$ cat src/rtl/apb_pkg.sv
// Shared APB definitions: bridge state encoding, request/response record
// types and the default peripheral window used by the bridge and by slaves
// such as the APB UART.
package apb_pkg;

  localparam int unsigned APB_AW = 32;
  localparam int unsigned APB_DW = 32;

  localparam logic [APB_AW-1:0] APB_WIN_BASE = 32'h1000_0000;
  localparam logic [APB_AW-1:0] APB_WIN_MASK = 32'hF000_0000;

  typedef enum logic [1:0] {
    IDLE   = 2'd0,
    SETUP  = 2'd1,
    ACCESS = 2'd2,
    RESP   = 2'd3
  } apb_state_e;

  typedef struct packed {
    logic              write;
    logic [APB_AW-1:0] addr;
    logic [APB_DW-1:0] wdata;
  } apb_req_t;

  typedef struct packed {
    logic [APB_DW-1:0] rdata;
    logic              err;
    logic              timeout;
  } apb_rsp_t;

endpackage

$ cat src/rtl/apb_master_bridge_if.sv
// Bundle of the requester-side valid/ready port and the APB3 bus.
// master : view of the bridge (drives req_ready, rsp_*, P* outputs)
// slave  : view of the environment (requester plus APB slave)
interface apb_master_bridge_if #(
  parameter int unsigned ADDR_WIDTH = 32,
  parameter int unsigned DATA_WIDTH = 32
);
  logic                  req_valid;
  logic                  req_ready;
  logic                  req_write;
  logic [ADDR_WIDTH-1:0] req_addr;
  logic [DATA_WIDTH-1:0] req_wdata;
  logic                  rsp_valid;
  logic                  rsp_ready;
  logic [DATA_WIDTH-1:0] rsp_rdata;
  logic                  rsp_err;
  logic                  rsp_timeout;
  logic [ADDR_WIDTH-1:0] PADDR;
  logic                  PSEL;
  logic                  PENABLE;
  logic                  PWRITE;
  logic [DATA_WIDTH-1:0] PWDATA;
  logic [DATA_WIDTH-1:0] PRDATA;
  logic                  PREADY;
  logic                  PSLVERR;

  modport master (
    input  req_valid, req_write, req_addr, req_wdata, rsp_ready,
           PRDATA, PREADY, PSLVERR,
    output req_ready, rsp_valid, rsp_rdata, rsp_err, rsp_timeout,
           PADDR, PSEL, PENABLE, PWRITE, PWDATA
  );

  modport slave (
    output req_valid, req_write, req_addr, req_wdata, rsp_ready,
           PRDATA, PREADY, PSLVERR,
    input  req_ready, rsp_valid, rsp_rdata, rsp_err, rsp_timeout,
           PADDR, PSEL, PENABLE, PWRITE, PWDATA
  );
endinterface

$ cat src/rtl/apb_timeout_counter.sv
// Saturating ACCESS-phase stall counter.
// PCLK, PRESETn : clock, synchronous active-low reset
// clear         : return count to zero (has priority over enable)
// enable        : count one stalled cycle
// terminal      : count equals LIMIT-1; never asserted when LIMIT is 0
module apb_timeout_counter #(
  parameter int unsigned LIMIT = 256,
  parameter int unsigned WIDTH = 9
) (
  input  logic PCLK,
  input  logic PRESETn,
  input  logic clear,
  input  logic enable,
  output logic terminal
);
  // A zero-width counter is not legal; LIMIT==0 still needs one bit.
  localparam int unsigned CW = (WIDTH < 1) ? 1 : WIDTH;
  localparam logic [CW-1:0] TERM = (LIMIT == 0) ? '0 : CW'(LIMIT - 1);

  logic [CW-1:0] cnt_q;

  always_ff @(posedge PCLK) begin
    if (!PRESETn || clear) begin
      cnt_q <= '0;
    end else if (enable && (cnt_q != '1)) begin
      cnt_q <= cnt_q + 1'b1;
    end
  end

  assign terminal = (LIMIT != 0) && (cnt_q == TERM);

endmodule

$ cat src/rtl/apb_master_bridge.sv
// Single-outstanding APB3 initiator. Accepts one valid/ready request,
// decodes it against one address window, runs SETUP/ACCESS on APB (or
// answers a decode error locally), and returns one response.
// PCLK, PRESETn : clock, synchronous active-low reset
// bus (master)  : req_* / rsp_* requester port and the APB3 P* signals
// All outputs are registered.
module apb_master_bridge
  import apb_pkg::*;
#(
  parameter int unsigned           ADDR_WIDTH     = 32,
  parameter int unsigned           DATA_WIDTH     = 32,
  parameter logic [ADDR_WIDTH-1:0] WIN_BASE       = ADDR_WIDTH'(APB_WIN_BASE),
  parameter logic [ADDR_WIDTH-1:0] WIN_MASK       = ADDR_WIDTH'(APB_WIN_MASK),
  parameter int unsigned           TIMEOUT_CYCLES = 256,
  parameter int unsigned           TO_CNT_WIDTH   = $clog2(TIMEOUT_CYCLES + 1)
) (
  input logic               PCLK,
  input logic               PRESETn,
  apb_master_bridge_if.master bus
);

  apb_state_e state_q, state_d;

  logic                  req_ready_q,   req_ready_d;
  logic                  rsp_valid_q,   rsp_valid_d;
  logic [DATA_WIDTH-1:0] rsp_rdata_q,   rsp_rdata_d;
  logic                  rsp_err_q,     rsp_err_d;
  logic                  rsp_timeout_q, rsp_timeout_d;
  logic [ADDR_WIDTH-1:0] paddr_q,       paddr_d;
  logic                  psel_q,        psel_d;
  logic                  penable_q,     penable_d;
  logic                  pwrite_q,      pwrite_d;
  logic [DATA_WIDTH-1:0] pwdata_q,      pwdata_d;

  logic to_terminal;

  // Counter is held at zero outside ACCESS, so it restarts on every entry.
  apb_timeout_counter #(
    .LIMIT (TIMEOUT_CYCLES),
    .WIDTH (TO_CNT_WIDTH)
  ) u_timeout (
    .PCLK     (PCLK),
    .PRESETn  (PRESETn),
    .clear    (state_q != ACCESS),
    .enable   ((state_q == ACCESS) && !bus.PREADY),
    .terminal (to_terminal)
  );

  always_ff @(posedge PCLK) begin
    if (!PRESETn) begin
      state_q       <= IDLE;
      req_ready_q   <= 1'b1;
      rsp_valid_q   <= 1'b0;
      rsp_rdata_q   <= '0;
      rsp_err_q     <= 1'b0;
      rsp_timeout_q <= 1'b0;
      paddr_q       <= '0;
      psel_q        <= 1'b0;
      penable_q     <= 1'b0;
      pwrite_q      <= 1'b0;
      pwdata_q      <= '0;
    end else begin
      state_q       <= state_d;
      req_ready_q   <= req_ready_d;
      rsp_valid_q   <= rsp_valid_d;
      rsp_rdata_q   <= rsp_rdata_d;
      rsp_err_q     <= rsp_err_d;
      rsp_timeout_q <= rsp_timeout_d;
      paddr_q       <= paddr_d;
      psel_q        <= psel_d;
      penable_q     <= penable_d;
      pwrite_q      <= pwrite_d;
      pwdata_q      <= pwdata_d;
    end
  end

  // Next values of the registered outputs, one cycle ahead of the bus.
  always_comb begin
    state_d       = state_q;
    req_ready_d   = req_ready_q;
    rsp_valid_d   = rsp_valid_q;
    rsp_rdata_d   = rsp_rdata_q;
    rsp_err_d     = rsp_err_q;
    rsp_timeout_d = rsp_timeout_q;
    paddr_d       = paddr_q;
    psel_d        = psel_q;
    penable_d     = penable_q;
    pwrite_d      = pwrite_q;
    pwdata_d      = pwdata_q;

    unique case (state_q)
      IDLE: begin
        req_ready_d = 1'b1;
        if (bus.req_valid && req_ready_q) begin
          req_ready_d = 1'b0;
          if ((bus.req_addr & WIN_MASK) == WIN_BASE) begin
            paddr_d  = bus.req_addr;
            pwrite_d = bus.req_write;
            pwdata_d = bus.req_wdata;
            psel_d   = 1'b1;
            state_d  = SETUP;
          end else begin
            rsp_valid_d   = 1'b1;
            rsp_err_d     = 1'b1;
            rsp_timeout_d = 1'b0;
            rsp_rdata_d   = '0;
            state_d       = RESP;
          end
        end
      end
      SETUP: begin
        penable_d = 1'b1;
        state_d   = ACCESS;
      end
      ACCESS: begin
        // PREADY is tested first so a completion on the timeout edge wins.
        if (bus.PREADY) begin
          rsp_rdata_d   = pwrite_q ? '0 : bus.PRDATA;
          rsp_err_d     = bus.PSLVERR;
          rsp_timeout_d = 1'b0;
          rsp_valid_d   = 1'b1;
          psel_d        = 1'b0;
          penable_d     = 1'b0;
          state_d       = RESP;
        end else if (to_terminal) begin
          rsp_rdata_d   = '0;
          rsp_err_d     = 1'b1;
          rsp_timeout_d = 1'b1;
          rsp_valid_d   = 1'b1;
          psel_d        = 1'b0;
          penable_d     = 1'b0;
          state_d       = RESP;
        end
      end
      RESP: begin
        if (bus.rsp_ready) begin
          rsp_valid_d = 1'b0;
          req_ready_d = 1'b1;
          state_d     = IDLE;
        end
      end
      default: state_d = IDLE;
    endcase
  end

  assign bus.req_ready   = req_ready_q;
  assign bus.rsp_valid   = rsp_valid_q;
  assign bus.rsp_rdata   = rsp_rdata_q;
  assign bus.rsp_err     = rsp_err_q;
  assign bus.rsp_timeout = rsp_timeout_q;
  assign bus.PADDR       = paddr_q;
  assign bus.PSEL        = psel_q;
  assign bus.PENABLE     = penable_q;
  assign bus.PWRITE      = pwrite_q;
  assign bus.PWDATA      = pwdata_q;

endmodule
$ cat src/flat_wrapper.sv
// flat-port wrapper written by rule: the top's interface ports become plain ports
module apb_master_bridge_flat import apb_pkg::*;
#(
  parameter int unsigned           ADDR_WIDTH     = 32,
  parameter int unsigned           DATA_WIDTH     = 32,
  parameter logic [ADDR_WIDTH-1:0] WIN_BASE       = ADDR_WIDTH'(APB_WIN_BASE),
  parameter logic [ADDR_WIDTH-1:0] WIN_MASK       = ADDR_WIDTH'(APB_WIN_MASK),
  parameter int unsigned           TIMEOUT_CYCLES = 256,
  parameter int unsigned           TO_CNT_WIDTH   = $clog2(TIMEOUT_CYCLES + 1)
)
  (PCLK, PRESETn, bus_req_valid, bus_req_write, bus_req_addr, bus_req_wdata, bus_rsp_ready, bus_PRDATA, bus_PREADY, bus_PSLVERR, bus_req_ready, bus_rsp_valid, bus_rsp_rdata, bus_rsp_err, bus_rsp_timeout, bus_PADDR, bus_PSEL, bus_PENABLE, bus_PWRITE, bus_PWDATA);
  apb_master_bridge_if #(.ADDR_WIDTH(ADDR_WIDTH), .DATA_WIDTH(DATA_WIDTH)) bus_i ();
  input logic PCLK;
  input logic PRESETn;
  input wire logic [$bits(bus_i.req_valid)-1:0] bus_req_valid;
  input wire logic [$bits(bus_i.req_write)-1:0] bus_req_write;
  input wire logic [$bits(bus_i.req_addr)-1:0] bus_req_addr;
  input wire logic [$bits(bus_i.req_wdata)-1:0] bus_req_wdata;
  input wire logic [$bits(bus_i.rsp_ready)-1:0] bus_rsp_ready;
  input wire logic [$bits(bus_i.PRDATA)-1:0] bus_PRDATA;
  input wire logic [$bits(bus_i.PREADY)-1:0] bus_PREADY;
  input wire logic [$bits(bus_i.PSLVERR)-1:0] bus_PSLVERR;
  output wire logic [$bits(bus_i.req_ready)-1:0] bus_req_ready;
  output wire logic [$bits(bus_i.rsp_valid)-1:0] bus_rsp_valid;
  output wire logic [$bits(bus_i.rsp_rdata)-1:0] bus_rsp_rdata;
  output wire logic [$bits(bus_i.rsp_err)-1:0] bus_rsp_err;
  output wire logic [$bits(bus_i.rsp_timeout)-1:0] bus_rsp_timeout;
  output wire logic [$bits(bus_i.PADDR)-1:0] bus_PADDR;
  output wire logic [$bits(bus_i.PSEL)-1:0] bus_PSEL;
  output wire logic [$bits(bus_i.PENABLE)-1:0] bus_PENABLE;
  output wire logic [$bits(bus_i.PWRITE)-1:0] bus_PWRITE;
  output wire logic [$bits(bus_i.PWDATA)-1:0] bus_PWDATA;
  assign bus_i.req_valid = bus_req_valid;
  assign bus_i.req_write = bus_req_write;
  assign bus_i.req_addr = bus_req_addr;
  assign bus_i.req_wdata = bus_req_wdata;
  assign bus_i.rsp_ready = bus_rsp_ready;
  assign bus_i.PRDATA = bus_PRDATA;
  assign bus_i.PREADY = bus_PREADY;
  assign bus_i.PSLVERR = bus_PSLVERR;
  assign bus_req_ready = bus_i.req_ready;
  assign bus_rsp_valid = bus_i.rsp_valid;
  assign bus_rsp_rdata = bus_i.rsp_rdata;
  assign bus_rsp_err = bus_i.rsp_err;
  assign bus_rsp_timeout = bus_i.rsp_timeout;
  assign bus_PADDR = bus_i.PADDR;
  assign bus_PSEL = bus_i.PSEL;
  assign bus_PENABLE = bus_i.PENABLE;
  assign bus_PWRITE = bus_i.PWRITE;
  assign bus_PWDATA = bus_i.PWDATA;
  apb_master_bridge #(.ADDR_WIDTH(ADDR_WIDTH), .DATA_WIDTH(DATA_WIDTH), .WIN_BASE(WIN_BASE), .WIN_MASK(WIN_MASK), .TIMEOUT_CYCLES(TIMEOUT_CYCLES), .TO_CNT_WIDTH(TO_CNT_WIDTH)) u_core (.PCLK(PCLK), .PRESETn(PRESETn), .bus(bus_i));
endmodule
$ cat config.mk
export PLATFORM = sky130hd
export DESIGN_NAME = apb_master_bridge_flat
export DESIGN_NICKNAME = d
export VERILOG_FILES = /design/src/rtl/apb_pkg.sv /design/src/rtl/apb_master_bridge_if.sv /design/src/rtl/apb_timeout_counter.sv /design/src/rtl/apb_master_bridge.sv /design/src/flat_wrapper.sv
export SDC_FILE = /design/constraint.sdc
export NUM_CORES = 1
export LEC_CHECK = 0
export ABC_AREA = 1
export BUFFER_PORTS_ARGS = -buffer_cell sky130_fd_sc_hd__buf_2
export CORE_MARGIN = 5
export CORE_UTILIZATION = 51
export DETAILED_ROUTE_END_ITERATION = 8
export PLACE_DENSITY = 0.83
export SLEW_MARGIN = 15
export SYNTH_ARGS = -nofsm -noshare
export SYNTH_HDL_FRONTEND = slang
export SYNTH_SLANG_ARGS = --single-unit
$ cat constraint.sdc
create_clock -name PCLK -period 2.85 [get_ports PCLK]
set_input_delay 0 -clock PCLK [delete_from_list [all_inputs] [get_ports PCLK]]
set_output_delay 0 -clock PCLK [all_outputs]
set_load 0.1 [all_outputs]
# --- Word-level counts from Yosys, hierarchy flattened ---
# Index checks and enable logic that the tools add are counted.
totals:
  register_bits: 114
  in_bits: 103
  out_inout_bits: 103
  word_cells: 76
classes:
  addsub: 1
  eq_ne: 12
  mux: 33
  reduce_logical: 18
ops:
  columns: ["cell", "n"]
  rows:
  - ["32-bit two-way mux", 5]
  - ["32-bit case mux with 2 select lines", 1]
  - ["1-bit two-way mux", 15]
  - ["2-bit two-way mux", 5]
  - ["1-bit case mux with 2 select lines", 5]
  - ["9-bit by 1-bit adder with 9-bit output (second input constant)", 1]
  - ["9-bit by 8-bit == test with 1-bit output (second input constant)", 1]
  - ["9-bit != test (second input constant)", 1]
  - ["2-bit case mux with 4 select lines", 1]
  - ["4-bit AND reduction", 2]
  - ["2-bit != test (second input constant)", 3]
  - ["3-bit AND reduction", 2]
  - ["2-bit nonzero test", 3]
  - ["5-bit AND reduction", 1]
  - ["2-bit == test (second input constant)", 2]
  - ["4-bit by 1-bit == test with 1-bit output (second input constant)", 1]
  - ["2-bit by 1-bit != test with 1-bit output (second input constant)", 2]
  - ["2-bit AND reduction", 2]
  - ["1-bit logical AND", 3]
  - ["3-bit by 2-bit != test with 1-bit output (second input constant)", 1]
  - ["1-bit case mux with 3 select lines", 1]
  - ["3-bit nonzero test", 1]
  - ["2-bit by 1-bit == test with 1-bit output (second input constant)", 1]
  - ["1-bit zero test", 2]
  - ["2 further kinds", 2]

# --- Longest topological paths before layout ---
logic_depth:
  depth_word: 4
  ltp_mapped: 15
  ltp_nobuf: 13

# --- By module ---
# From an unflattened synthesis, not the netlist that was laid out.
unflattened:
  cells_unflattened: 629
  hier_area_um2: 4586.9
modules_own_cells:
  columns: ["mod", "n_inst", "cells_per_inst", "area_per_inst_um2", "seq_area_each_um2"]
  rows:
  - ["apb_master_bridge", 1, 563, 4101.4, 2102.0]
  - ["apb_timeout_counter", 1, 66, 485.5, 180.2]

# --- Least setup slack after synthesis ---
# OpenSTA, ideal clock, no wires.
synth_path:
  path_kind: "reg-to-reg"
  from: "reg u_core.req_ready_q, in the netlist u_core.bus.req_ready"
  to: "reg u_core.rsp_rdata_q[11], in the netlist u_core.bus.rsp_rdata[11]"
  setup_ns: 0.064
  arrival_time_ns: 2.046
  t_required_ns: 2.786
  path_slack_ns: 0.740
  stages_incl_launch_ff: 11
  path_buffers: 2
  synth_period_minus_slack_ns: 2.110
  path_cell_list: "dfxtp_1 -> nand2_1 -> nand2_1 -> nand3_2 -> inv_2 -> nand2_2 -> inv_2 -> buf_6 -> buf_6 -> nor2_2 -> nor2_2"
synth_via:
  elab_chain_cells: 3
synth_lines:
  columns: ["element", "line_no", "text"]
  rows:
  - ["start, declared", "apb_master_bridge.sv:24", "logic req_ready_q, req_ready_d;"]
  - ["start signal, assigned", "apb_master_bridge.sv:64", "req_ready_q <= req_ready_d;"]
  - ["1-bit logical AND", "apb_master_bridge.sv:94", "if (bus.req_valid && req_ready_q) begin"]
  - ["2-bit by 1-bit != test with 1-bit output (no source line)", null, null]
  - ["4-bit AND reduction (no source line)", null, null]
  - ["end signal, assigned", "apb_master_bridge.sv:66", "rsp_rdata_q <= rsp_rdata_d;"]
  - ["end, declared", "apb_master_bridge.sv:26", "logic [DATA_WIDTH-1:0] rsp_rdata_q, rsp_rdata_d;"]
# Every way passes these cells.
# A chain may end at the register's enable or synchronous reset.

# --- Worst setup path after layout ---
layout_path:
  from: "reg u_core.state_q[0]"
  to: "reg u_core.pwdata_q[12], in the netlist u_core.bus.PWDATA[12]"
layout_via:
  elab_chain_cells: 2
layout_lines:
  columns: ["element", "line_no", "text"]
  rows:
  - ["start, declared", "apb_master_bridge.sv:22", "apb_state_e state_q, state_d;"]
  - ["start signal, assigned", "apb_master_bridge.sv:63", "state_q <= state_d;"]
  - ["2-bit zero test", "apb_master_bridge.sv:91", "unique case (state_q)"]
  - ["3-bit AND reduction (no source line)", null, null]
  - ["end signal, assigned", "apb_master_bridge.sv:73", "pwdata_q <= pwdata_d;"]
  - ["end, declared", "apb_master_bridge.sv:33", "logic [DATA_WIDTH-1:0] pwdata_q, pwdata_d;"]
# Every way passes these cells.

==> metrics.md <==
| Metric | Value |
|---|---|
| Status | complete, no violations |
| First-pass GRT wire length | approximately 29000 µm |
| Layout area overhead | 61.2% |
| Antenna Cells | 0 |
| Clock transition at path regs | 0.06 ns |
| Most Frequent Cell on Critical Path | nor2_1 |
| Core box area | just under 9000 µm² |
| Logic gate share of total power | 48.7% |
| Synth warn | 0 |
| Root buffer cell | clkbuf_8 |
| Post-Syn Area per Cell | 7.25 µm² |
| DR DRC count | 0 |
| Slew @ Worst Pin | 1.08 ns |
| Hold-fix buffers at CTS | 120 |
| Synthesized Nets | about 740 |
| Max-slew violation count | 0 |
| CP Capture Type | flip-flop |
| GR Util All Layers | 32.1% |
| Leak pwr | 0.00384 µW |
| PortBufs | around 210 |
| Arrival time at the worst endpoint | 3.12 ns |
| Yosys cell types | 25 |
| Via density | between 5 and 6 |
| Crit path largest cell delay | about 0.75 ns |
| DRT Wirelength | 18200 µm |
| Initial Util | 52.5% |
| Slowest CP cell | inv_2 |
| Syn Inst Count | 634 |
| #FFs+latches synth | around 110 |
| Critical path class | reg -> reg |
| I/O pins | 206 |
| Post-DP HPWL | a little over 9000 µm |
| Largest area contributor in the netlist | dfxtp_1 |
| Largest net degree at the start of global routing | between 60 and 70 |
| Rows | 34 |
| ANT nets after route | 0 |
| Flop-to-flop setup slack | 0.18 ns |
| Chip Width | 105 µm |
| Hold path endpoint | u_core.bus.PWDATA[30] |
| Worst Hold Class | in -> reg |
| CTS sink cnt | approximately 110 |
| Vias | 5742 |
| RSZ-0062 raised after global routing | no |
| Crit path launch type | flip-flop |
| Synth top area share | 49.6% |
| Synthesized area | 4600 µm² |
| Setup violations, final | 0 |
| Antenna violations before repair | 0 |
| H-tree lvl count | 4 |
| Pwr dens | 1130 nW/µm² |
| Slew margin rel. | 27.9% |
| R2R depth | 8 |
| Maximum clock frequency | 0.374 GHz |
| CTS tree | yes |
| DR pass1 iterations | 5 |
| Synth top area cells | dfxtp_1 (50%), nor2_1 (16%), nand2_1 (7.6%) |
| Post-CTS setup buffer count | 0 |
| Sw Ratio | 51.1% |
| Hold Vio Cnt, Final | 0 |
| Placer Congestion | 0.809 |
| Hold Path Stages | 3 |
| Crit path cell chain | inv_1 > ha_1 > nand3_2 > nor2_4 > inv_2 > nor2_1 > nor2_1 > dlygate4sd3_1 |
| Post_cts resized | 0 |
| Reg-to-Reg End | u_core.bus.PWDATA[12] |
| R2R Path Start | u_core.state_q[0] |
| Sw Pwr | 4260 µW |
| Internal power | 4080 µW |
| Worst Setup Slack, final | 0.178 ns |
| Setup TNS | 0 ns |
| Period utilisation layout | 93.7% |
| DRC marker count from the first detailed-route iteration | just under 500 |
| Layout cell share with drive strength beyond 1 | 28.1% |
| Seq pwr share | 25.2% |
| CP Max Fanout | 64 |
| Clock Latency Late Sink | 0.51 ns |
| Register area share after synthesis | roughly 50% |
| Die Height | 105 µm |
| CTS Buf Count | 17 |
| Worst IR Drop VDD | 0.752 mV |
| Nets | 1057 |
| Max-Cap Viols | 0 |
| Total grt overflow | 0 |
| Clock network power share | 26.1% |
| Final min period | 2.67 ns |
| CTS Buffer Depth | 2 |
| Hold path start | PRESETn |
| Die Area | 11000 µm² |
| Vias in the first global route | 5969 |
| Place WS | 0.415 ns |
| Worst clock skew | 0.00939 ns |
| Routed len/inst | 17.1 µm |
| Required time worst endpoint | 3.30 ns |
==> state kept, by name, indices dropped and copies added (netlist names) <==
register and cells:
u_core.u_timeout.cnt_q 9, u_core.state_q 2, u_core.bus.rsp_valid 1, u_core.bus.PADDR 32
u_core.bus.PENABLE 1, u_core.bus.PWRITE 1, u_core.bus.PWDATA 32, u_core.bus.rsp_timeout 1
u_core.bus.rsp_rdata 32, u_core.bus.rsp_err 1, u_core.bus.PSEL 1, u_core.bus.req_ready 1
==> Yosys cell counts, drive strengths merged <==
master	count
nor2	222
nand2	94
nand4	3
clkinv	1
nand3	37
clkbuf	12
nand3b	1
o21ai	69
o21a	1
dfxtp	114
inv	34
buf	24
ha	7
a21oi	12
nor3	3
==> worst max-delay path by stage <==
stage	end	cells past startpoint	slack, ns	startpoint
finish	u_core.bus.PWDATA[12]	8	0.18	u_core.state_q[0]
global placement	u_core.bus.rsp_rdata[2]	13	0.58	u_core.u_timeout.cnt_q[3]
detailed placement	u_core.bus.rsp_rdata[6]	13	0.41	u_core.u_timeout.cnt_q[3]
floorplan	u_core.bus.rsp_rdata[11]	10	0.74	u_core.bus.req_ready
global route	u_core.bus.PWDATA[24]	8	0.05	u_core.state_q[0]
CTS	u_core.bus.PWDATA[28]	8	0.38	u_core.state_q[0]
==> cells in the final DEF, fill, tap and decap left out <==
| cell | count |
|---|---|
| ha_1 | 7 |
| nand2_1 | 93 |
| buf_4 | 5 |
| inv_1 | 31 |
| clkbuf_16 | 16 |
| nor3_1 | 3 |
| nor2_1 | 200 |
| nand3_2 | 2 |
| o21a_1 | 1 |
| nand3_1 | 35 |
| dlygate4sd3_1 | 120 |
| nand3b_1 | 1 |
| nor2_4 | 2 |
| inv_6 | 4 |
| a21oi_1 | 12 |
| nand4_1 | 3 |
| bufinv_16 | 3 |
| nand2_2 | 1 |
| clkinv_4 | 2 |
| clkbuf_8 | 2 |
| o21ai_1 | 8 |
| clkinv_2 | 1 |
| o21ai_0 | 61 |
| nor2_2 | 20 |
| inv_2 | 3 |
| clkinvlp_4 | 4 |
| dfxtp_1 | 114 |
| buf_2 | 205 |
| clkinv_1 | 1 |
==> kinds of logic after synthesis <==
family,after synthesis,share of synthesized area (%)
DFF,114,49.6
AOI/OAI and AO/OA,82,8.98
adders and majority gates,7,1.91
and+or+nand+nor,360,32.4
buffers and inverters,71,7.05
==> cell type report <==
type                       count  area, µm²
sequential                   114       2280
timing repair buffer         330       2260
tap                          108        135
fill                         438       1350
multi-input combinational    449       1990
inverter                      35        131
clock inverter                14        178
clock buffer                  18        428
==> per-layer routing <==
metal	share of wire [%]	wire length [µm]	track usage [%]	up-vias
met2	49	8900	54.0	423
li1	-	-	-	2620
met4	4.9	899	18.4	0
met1	36	6480	35.2	2600
met3	11	1950	10.9	99
met5	0	0	0	-
==> metrics by stage <==
stage / instance area (µm²) / total power, µW / utilization, % / hold slack (ns) / cells
2_1_floorplan: 4600 / 5480 / - / 0.135 / 634
3_3_place_gp: 5600 / 5910 / 63.9 / 0.220 / 916
3_5_place_dp: 5600 / 6010 / 63.9 / 0.229 / 916
4_1_cts: 7410 / 8280 / 84.6 / 0.00114 / 1068
5_1_grt: 7410 / 8700 / 84.6 / 0.0454 / 1068
6_report: 7410 / 8340 / 84.6 / 0.0232 / 1068
==> power by group through the flow <==
stage | Clock [µW] | Sequential [µW] | Combinational [µW]
after floorplan | 0 | 4180 | 1300
after global placement | 0 | 2110 | 3810
after detailed placement | 0 | 2120 | 3900
after CTS | 2170 | 2090 | 4030
after global routing | 2250 | 2130 | 4320
final | 2180 | 2100 | 4060
==> worst max-delay path: cells and delay by family (launching register included) <==
kind | cells | cell delay (ns)
flops | 1 | 0.36
buf+inv | 3 | 1.44
fa+ha+maj | 1 | 0.27
simple gates | 4 | 0.50
Power figures use the tool's default switching activity.
